**src/rtl/seq_detector_param.sv**
```systemverilog
// Run-time programmable serial pattern detector with a registered (Moore) match output.
// Pattern length 1..MAX_LEN, overlap / non-overlap mode, sticky config error flag and a
// saturating match counter. Define SEQDET_MASK_EN to add a per-bit don't-care mask input.
module seq_detector_param #(
    parameter int unsigned MAX_LEN = 8,
    parameter int unsigned LEN_W   = 4,
    parameter int unsigned CNT_W   = 8
) (
    input  logic               clk,
    input  logic               rst,
    input  logic               x,
    input  logic               x_valid,
    input  logic               load,
    input  logic [MAX_LEN-1:0] pattern,
    input  logic [LEN_W-1:0]   pat_len,
    input  logic               overlap,
`ifdef SEQDET_MASK_EN
    input  logic [MAX_LEN-1:0] pat_mask,
`endif
    output logic               z,
    output logic [CNT_W-1:0]   match_cnt,
    output logic               cfg_err,
    output logic               configured
);

    typedef enum logic [1:0] {
        UNCFG = 2'd0,
        HUNT  = 2'd1,
        MATCH = 2'd2
    } state_t;

    localparam logic [LEN_W-1:0] MAX_L = LEN_W'(MAX_LEN);

    state_t               state, state_n;
    logic [MAX_LEN-1:0]   hist, hist_n;
    logic [LEN_W-1:0]     fill, fill_n;
    logic [MAX_LEN-1:0]   pat_r, pat_r_n;
    logic [LEN_W-1:0]     len_r, len_r_n;
    logic                 mode_r, mode_r_n;
    logic [CNT_W-1:0]     cnt_n;
    logic                 z_n, cfg_err_n, configured_n;
`ifdef SEQDET_MASK_EN
    logic [MAX_LEN-1:0]   mask_r, mask_r_n;
`endif

    logic [MAX_LEN-1:0]   hist_sh;
    logic [LEN_W-1:0]     fill_inc;
    logic [MAX_LEN-1:0]   cmp_mask;
    logic                 hit;
    logic                 len_legal;

    // Candidate history/fill for an accepted bit and the resulting hit decision
    always_comb begin
        hist_sh   = {hist[MAX_LEN-2:0], x};
        fill_inc  = (fill >= MAX_L) ? MAX_L : fill + LEN_W'(1);
        cmp_mask  = ~({MAX_LEN{1'b1}} << len_r);
`ifdef SEQDET_MASK_EN
        cmp_mask  = cmp_mask & mask_r;
`endif
        hit       = (fill_inc >= len_r) && (((hist_sh ^ pat_r) & cmp_mask) == '0);
        len_legal = (pat_len != '0) && (pat_len <= MAX_L);
    end

    // Next-state and output logic; load has priority over an accepted bit
    always_comb begin
        state_n      = state;
        hist_n       = hist;
        fill_n       = fill;
        pat_r_n      = pat_r;
        len_r_n      = len_r;
        mode_r_n     = mode_r;
        cnt_n        = match_cnt;
        cfg_err_n    = cfg_err;
        configured_n = configured;
`ifdef SEQDET_MASK_EN
        mask_r_n     = mask_r;
`endif
        if (load) begin
            cnt_n = '0;
            if (len_legal) begin
                pat_r_n      = pattern;
                len_r_n      = pat_len;
                mode_r_n     = overlap;
`ifdef SEQDET_MASK_EN
                mask_r_n     = pat_mask;
`endif
                hist_n       = '0;
                fill_n       = '0;
                cfg_err_n    = 1'b0;
                configured_n = 1'b1;
                state_n      = HUNT;
            end else begin
                cfg_err_n    = 1'b1;
                configured_n = 1'b0;
                state_n      = UNCFG;
            end
        end else if (x_valid && (state != UNCFG)) begin
            hist_n = hist_sh;
            if (hit) begin
                state_n = MATCH;
                fill_n  = mode_r ? fill_inc : '0;
                cnt_n   = (match_cnt == '1) ? match_cnt : match_cnt + CNT_W'(1);
            end else begin
                state_n = HUNT;
                fill_n  = fill_inc;
            end
        end
        z_n = (state_n == MATCH);
    end

    // State and datapath registers
    always_ff @(posedge clk or posedge rst) begin
        if (rst) begin
            state      <= UNCFG;
            hist       <= '0;
            fill       <= '0;
            pat_r      <= '0;
            len_r      <= '0;
            mode_r     <= 1'b0;
            match_cnt  <= '0;
            z          <= 1'b0;
            cfg_err    <= 1'b0;
            configured <= 1'b0;
`ifdef SEQDET_MASK_EN
            mask_r     <= '0;
`endif
        end else begin
            state      <= state_n;
            hist       <= hist_n;
            fill       <= fill_n;
            pat_r      <= pat_r_n;
            len_r      <= len_r_n;
            mode_r     <= mode_r_n;
            match_cnt  <= cnt_n;
            z          <= z_n;
            cfg_err    <= cfg_err_n;
            configured <= configured_n;
`ifdef SEQDET_MASK_EN
            mask_r     <= mask_r_n;
`endif
        end
    end

endmodule
```
**config.mk**
```make
export PLATFORM = sky130hd
export DESIGN_NAME = seq_detector_param
export DESIGN_NICKNAME = d
export VERILOG_FILES = /design/src/rtl/seq_detector_param.sv
export SDC_FILE = /design/constraint.sdc
export NUM_CORES = 1
export LEC_CHECK = 0
export CORE_MARGIN = 3
export CORE_UTILIZATION = 53
export DETAILED_ROUTE_END_ITERATION = 16
export PLACE_DENSITY_LB_ADDON = 0.2
export SETUP_SLACK_MARGIN = 0.4
export SYNTH_ARGS = -nofsm -noshare
export SYNTH_HDL_FRONTEND = slang
export SYNTH_SLANG_ARGS = --single-unit
```
**constraint.sdc**
```tcl
create_clock -name clk -period 3.22 [get_ports clk]
set_clock_uncertainty 0.2 [all_clocks]
set_input_delay 0.644 -clock clk [delete_from_list [all_inputs] [get_ports clk]]
set_output_delay 0.644 -clock clk [all_outputs]
set_load 0.01 [all_outputs]
```
Word-level counts from Yosys, hierarchy flattened
Index checks and enable logic that the tools add are counted.

operators by class
  bitwise operators = 3
  multipliers = 0
  muxes and demuxes = 19
  add/subtract/negate cells = 2
  shifts and indexed selects = 1
  divide/modulo/power cells = 0
  equality and inequality tests = 4
  magnitude comparators = 3
  reductions and logical operators = 11

operators with widths
  operator               number
  $mux W8                4
  $mux W4                6
  $mux W7                3
  $add A8 B1 Y8 const B  1
  $and A8 B8 Y8          1
  $eq A8 B8 Y1 const B   1
  $logic_not A8 Y1       1
  $not A8 Y8             1
  $shl A8 B4 Y8 const A  1
  $xor A8 B8 Y8          1
  $mux W2                3
  $reduce_bool A2 Y1     3
  $add A4 B1 Y4 const B  1
  $ge A4 B4 Y1           1
  $ge A4 B4 Y1 const B   1
  $le A4 B4 Y1 const B   1
  $reduce_and A2 Y1      2
  $reduce_bool A4 Y1     1
  $logic_and A1 B1 Y1    3
  $mux W1                3
  $reduce_and A3 Y1      1
  $eq A2 B2 Y1 const B   1
  $ne A2 B1 Y1 const B   1
  $ne A2 B2 Y1 const B   1

storage, ports and cells
  ROM bits = 0
  bits of input ports = 18
  output and inout port bits = 11
  flip-flop bits (word level) = 37
  word-level logic and storage cells = 53
  memories kept = 0
  bits in writable memories = 0
  bits in latches = 0

Longest topological paths before layout
  depth in word-level cells = 9
  gate-level depth with buffers = 9
  depth with buffers taken out = 9

Worst setup path after synthesis
OpenSTA, ideal clock, no wires.

  path kind = register to register
  start = reg fill[0]
  end = reg match_cnt[6]
  slack = 660 ps
  path buffers = 0
  library setup time = 78 ps
  period minus slack after synthesis = 2560 ps
  stages on the path, launching flop included = 10
  data required time = 2942 ps
  data arrival time = 2282 ps
  path through = dfrtp_1 ha_1 xnor2_1 nor2_1 ha_1 o21ai_0 a221oi_4 nand3_4 or4_1 a21oi_1

between the ends
  word-level cells in the longest chain between the ends = 6
  elaborated cells on any way between the ends = 7
  those cells by class = 1 x add/sub; 2 x order compare; 1 x mux; 3 x reduce/logical

RTL lines
  element                                               RTL line  source
  start, declared                                       36        logic [LEN_W-1:0] fill, fill_n;
  start signal, assigned                                130       fill <= fill_n;
  $add A4 B1 Y4 / $ge A4 B4 Y1 (equally long branches)  55        fill_inc = (fill >= MAX_L) ? MAX_L : fill + LEN_W'(1);
  $mux W4 *                                             55
  $ge A4 B4 Y1 *                                        60        hit = (fill_inc >= len_r) && (((hist_sh ^ pat_r) & cmp_mask) == '0);
  $logic_and A1 B1 Y1 *                                 60
  $reduce_bool A2 Y1 (no source line) *                 --
  $reduce_and A3 Y1 (no source line) *                  --
  end signal, assigned                                  134       match_cnt <= cnt_n;
  end, declared                                         21        output logic [CNT_W-1:0] match_cnt,

Mark *: on every way between the ends. The rest lies on a longest branch, timed or not.
A chain may end at the register's enable or synchronous reset.

Worst setup path after layout
Ends and elaborated chain as after synthesis.

==> reports/results.tsv <==
stage	metric	value	unit
outcome	status	finished, final reports clean	
placed_design	hpwl	2.88	mm
synth	synth_top_family_by_area	simple AND/OR/NAND/NOR gates	
synth	ys_warn_count	0	
floorplan	die_area	0.00434	mm^2
worst_setup_path	r2r_slack	480	ps
worst_setup_path	cp-end-kind	flop	
synth	synth-adder-area-share	4.61	%
placed_design	portBuffers	28	
synth	syn_area	0.00190	mm^2
worst_setup_path	cp.arrival	2810	ps
synth	synth-compound-area-share	15.5	%
floorplan	die_w	65.9	um
synth	ys_ff_latch	37	
timing	setup_viol	0	
hold_path	hold_path_depth	2	
floorplan	dieHeight	65.9	um
synth	synthFlopType	dfrtp_1	
global_route	grt_pass1_vias	1511	
worst_setup_path	worstReg2RegStart	fill[0]	
synth	synth_area_per_cell	9.51	um^2
finish	area.growth.synth_to_final	24.7	%
synth	synthArstFlopShare	100	%
global_route	antenna_found_initial	0	
placed_design	place_congestion	0.849	
timing	fin_setup_tns	0	ps
global_route	grt_pass1_wl	6.74	mm
synth	synth-edff-count	0	
worst_setup_path	critPathRequiredTime	3290	ps
clocking	htreeDepth	2	
route	via_per_inst	5.49	
flow_run	cap_violations	0	
worst_setup_path	reg2reg_depth	10	
timing	rsz0062_at_grt	true	
timing	period_share	85.1	%
finish	nets	265	
worst_setup_path	reg2reg_to	match_cnt[6]	
synth	synth_cells	200	
route	dr.pass1.iters	4	
timing	min_period	2740	ps
timing	fmax	365	MHz
timing	finalHoldViolCount	0	
floorplan	start_util	56.1	%
worst_setup_path	start_kind	flop	
floorplan	core	0.00339	mm^2
hold_path	holdPathEnd	pat_r[0]	
synth	synth_xor_area_share	5.53	%
hold_path	hp-class	flop to flop	
finish	antenna_cells	0	
route	vias	1575	
synth	synth-simple-area-share	19.5	%
clocking	clk_latency	350	ps
global_route	grt_max_degree	38	
timing	slew_viol_final	0	
synth	synth_cell_types	36	
clocking	path_clk_slew	110	ps
synth	yosysSeqAreaShare	48.7	%
worst_setup_path	worst-path-max-fanout	6	
power_and_ir_drop	leakage	1.06	nW
timing	max-slew-margin-rel	63.1	%
global_route	grtUsageTotal	20.6	%
route	drc_errors	0	
power_and_ir_drop	power.density	448	mW/mm^2
timing	tightestPinTransition	551	ps
clocking	ctsHoldBuffers	0	
route	ant_nets	0	
power_and_ir_drop	finalPower	1.06	mW
power_and_ir_drop	ir_worst_vdd	0.352	mV
floorplan	std_cell_rows	21	
clocking	clock-sinks	37	
route	drt-initial-drc-count	123	
finish	final_layout_size_suffix_gt1_share	14.5	%
synth	synthMuxAreaShare	2.30	%
clocking	cts-buffers-inserted	5	
synth	synth_fp_nets	225	
worst_setup_path	worstSetupPathType	flop to flop	
floorplan	pin_count	29	
route	routed_wl	4.10	mm
clocking	clock_path_buffers	2	
clocking	cts_tree	done	
clocking	cts-root-buf	clkbuf_4	
hold_path	hold_start	pat_r[0]	
global_route	grt_overflow	0	
route	avgRoutedWirePerCell	14.3	um
-- how the worst max path moves through the flow --
stage,from,endpoint,slack (ps)
after floorplan,fill[0],match_cnt[6],660
after global placement,x_valid,match_cnt[7],300
after detailed placement,x_valid,match_cnt[7],160
after CTS,fill[0],match_cnt[6],410
after global routing,fill[0],match_cnt[6],380
final,fill[0],match_cnt[6],480
-- critical path, stage by stage, from the launching register on --
cell and delay [ps]:
dfrtp_1 400, buf_4 130, inv_1 40, ha_1 280, nor2b_1 150, ha_1 270, o21ai_0 130, a21oi_1 250
nand3_4 140, or4_1 510, a21oi_1 160
-- Yosys cell counts (2+ instances only) --
cell type | instances | area, um^2
o31ai_1 | 3 | 22.5
nand4_1 | 2 | 12.5
nor2_1 | 13 | 48.8
clkbuf_1 | 5 | 18.8
mux2_2 | 3 | 33.8
inv_1 | 11 | 41.3
or2_2 | 2 | 12.5
o21ai_0 | 17 | 85.1
xnor2_1 | 5 | 43.8
dfrtp_1 | 37 | 926
a21oi_1 | 8 | 40.0
a32o_1 | 3 | 30.0
a211oi_1 | 3 | 22.5
nand3_1 | 4 | 20.0
nand2_1 | 45 | 169
or3_1 | 5 | 31.3
nor3_1 | 3 | 15.0
ha_1 | 7 | 87.6
xor2_1 | 7 | 61.3
-- layout by cell type, fill, tap and decap left out, types with 2 or more instances in the layout --
cell / synthesis / final
xnor2_1: 5 / 4
nand2_1: 45 / 45
nor3_1: 3 / 3
a21oi_1: 8 / 8
a32o_1: 3 / 3
xor2_1: 7 / 7
or3_1: 5 / 5
o21ai_0: 17 / 16
nand3_1: 4 / 3
inv_1: 11 / 11
clkinv_2: 0 / 2
a211oi_1: 3 / 2
nor2_1: 13 / 12
clkbuf_4: 0 / 5
buf_4: 0 / 12
dfrtp_1: 37 / 37
ha_1: 7 / 5
ha_2: 0 / 2
or2_2: 2 / 2
clkdlybuf4s50_1: 0 / 28
o31ai_1: 3 / 3
mux2_2: 3 / 3
nand4_1: 2 / 2
-- cell type report --
cell class,instances,area (um^2)
clock inverters,2,10.0
multi-input cells,145,926
clock buffers,6,41.3
repair buffers,40,370
inverters,11,41.3
fillers,261,1020
well taps,46,57.6
flip-flops and latches,37,926
-- what timing repair did --
item / CTS / global route
endpoints found under the setup margin: 4 / 9
gates cloned: 0 / 0
pin swaps: 2 / 6
resized for setup: 3 / 4
buffers inserted: 4 / 4
-- metrics by stage --
stage | area, um^2 | utilization (%) | std cells | hold slack (ps) | setup slack (ps)
finish | 2370 | 70.0 | 287 | 307 | 481
global placement | 2240 | 66.0 | 271 | 255 | 297
global route | 2370 | 70.0 | 287 | 343 | 377
CTS | 2330 | 68.7 | 283 | 310 | 407
detailed placement | 2240 | 66.0 | 271 | 287 | 157
floorplan | 1900 | - | 200 | 238 | 660
-- routing by layer --
metal / up-vias / GRT usage [%] / routed length (um)
met1: 763 / 25.5 / 1790
met5: - / 0 / 0
li1: 774 / - / -
met3: 9 / 6.63 / 160
met2: 29 / 33.7 / 2080
met4: 0 / 7.25 / 61
-- registers in the layout (all words and copies together), names as in the netlist --
register,flops
hist,7
pat_r,8
mode_r,1
state,2
z,1
match_cnt,8
len_r,4
configured,1
fill,4
cfg_err,1
-- report_power, final --
part | internal, mW | total (mW) | switching [mW]
sequential | 0.507 | 0.554 | 0.0478
combinational | 0.128 | 0.270 | 0.143
clock | 0.0831 | 0.238 | 0.155
-- logic make-up (layout without fill, tap and decap cells) --
kind of cell | Yosys count | after routing
fa+ha+maj | 7 | 7
compound gates | 43 | 43
simple gates | 79 | 79
flops | 37 | 37
buf+inv | 18 | 59
xor+xnor | 12 | 12
mux | 4 | 4
(Power assumes the default switching activity.)
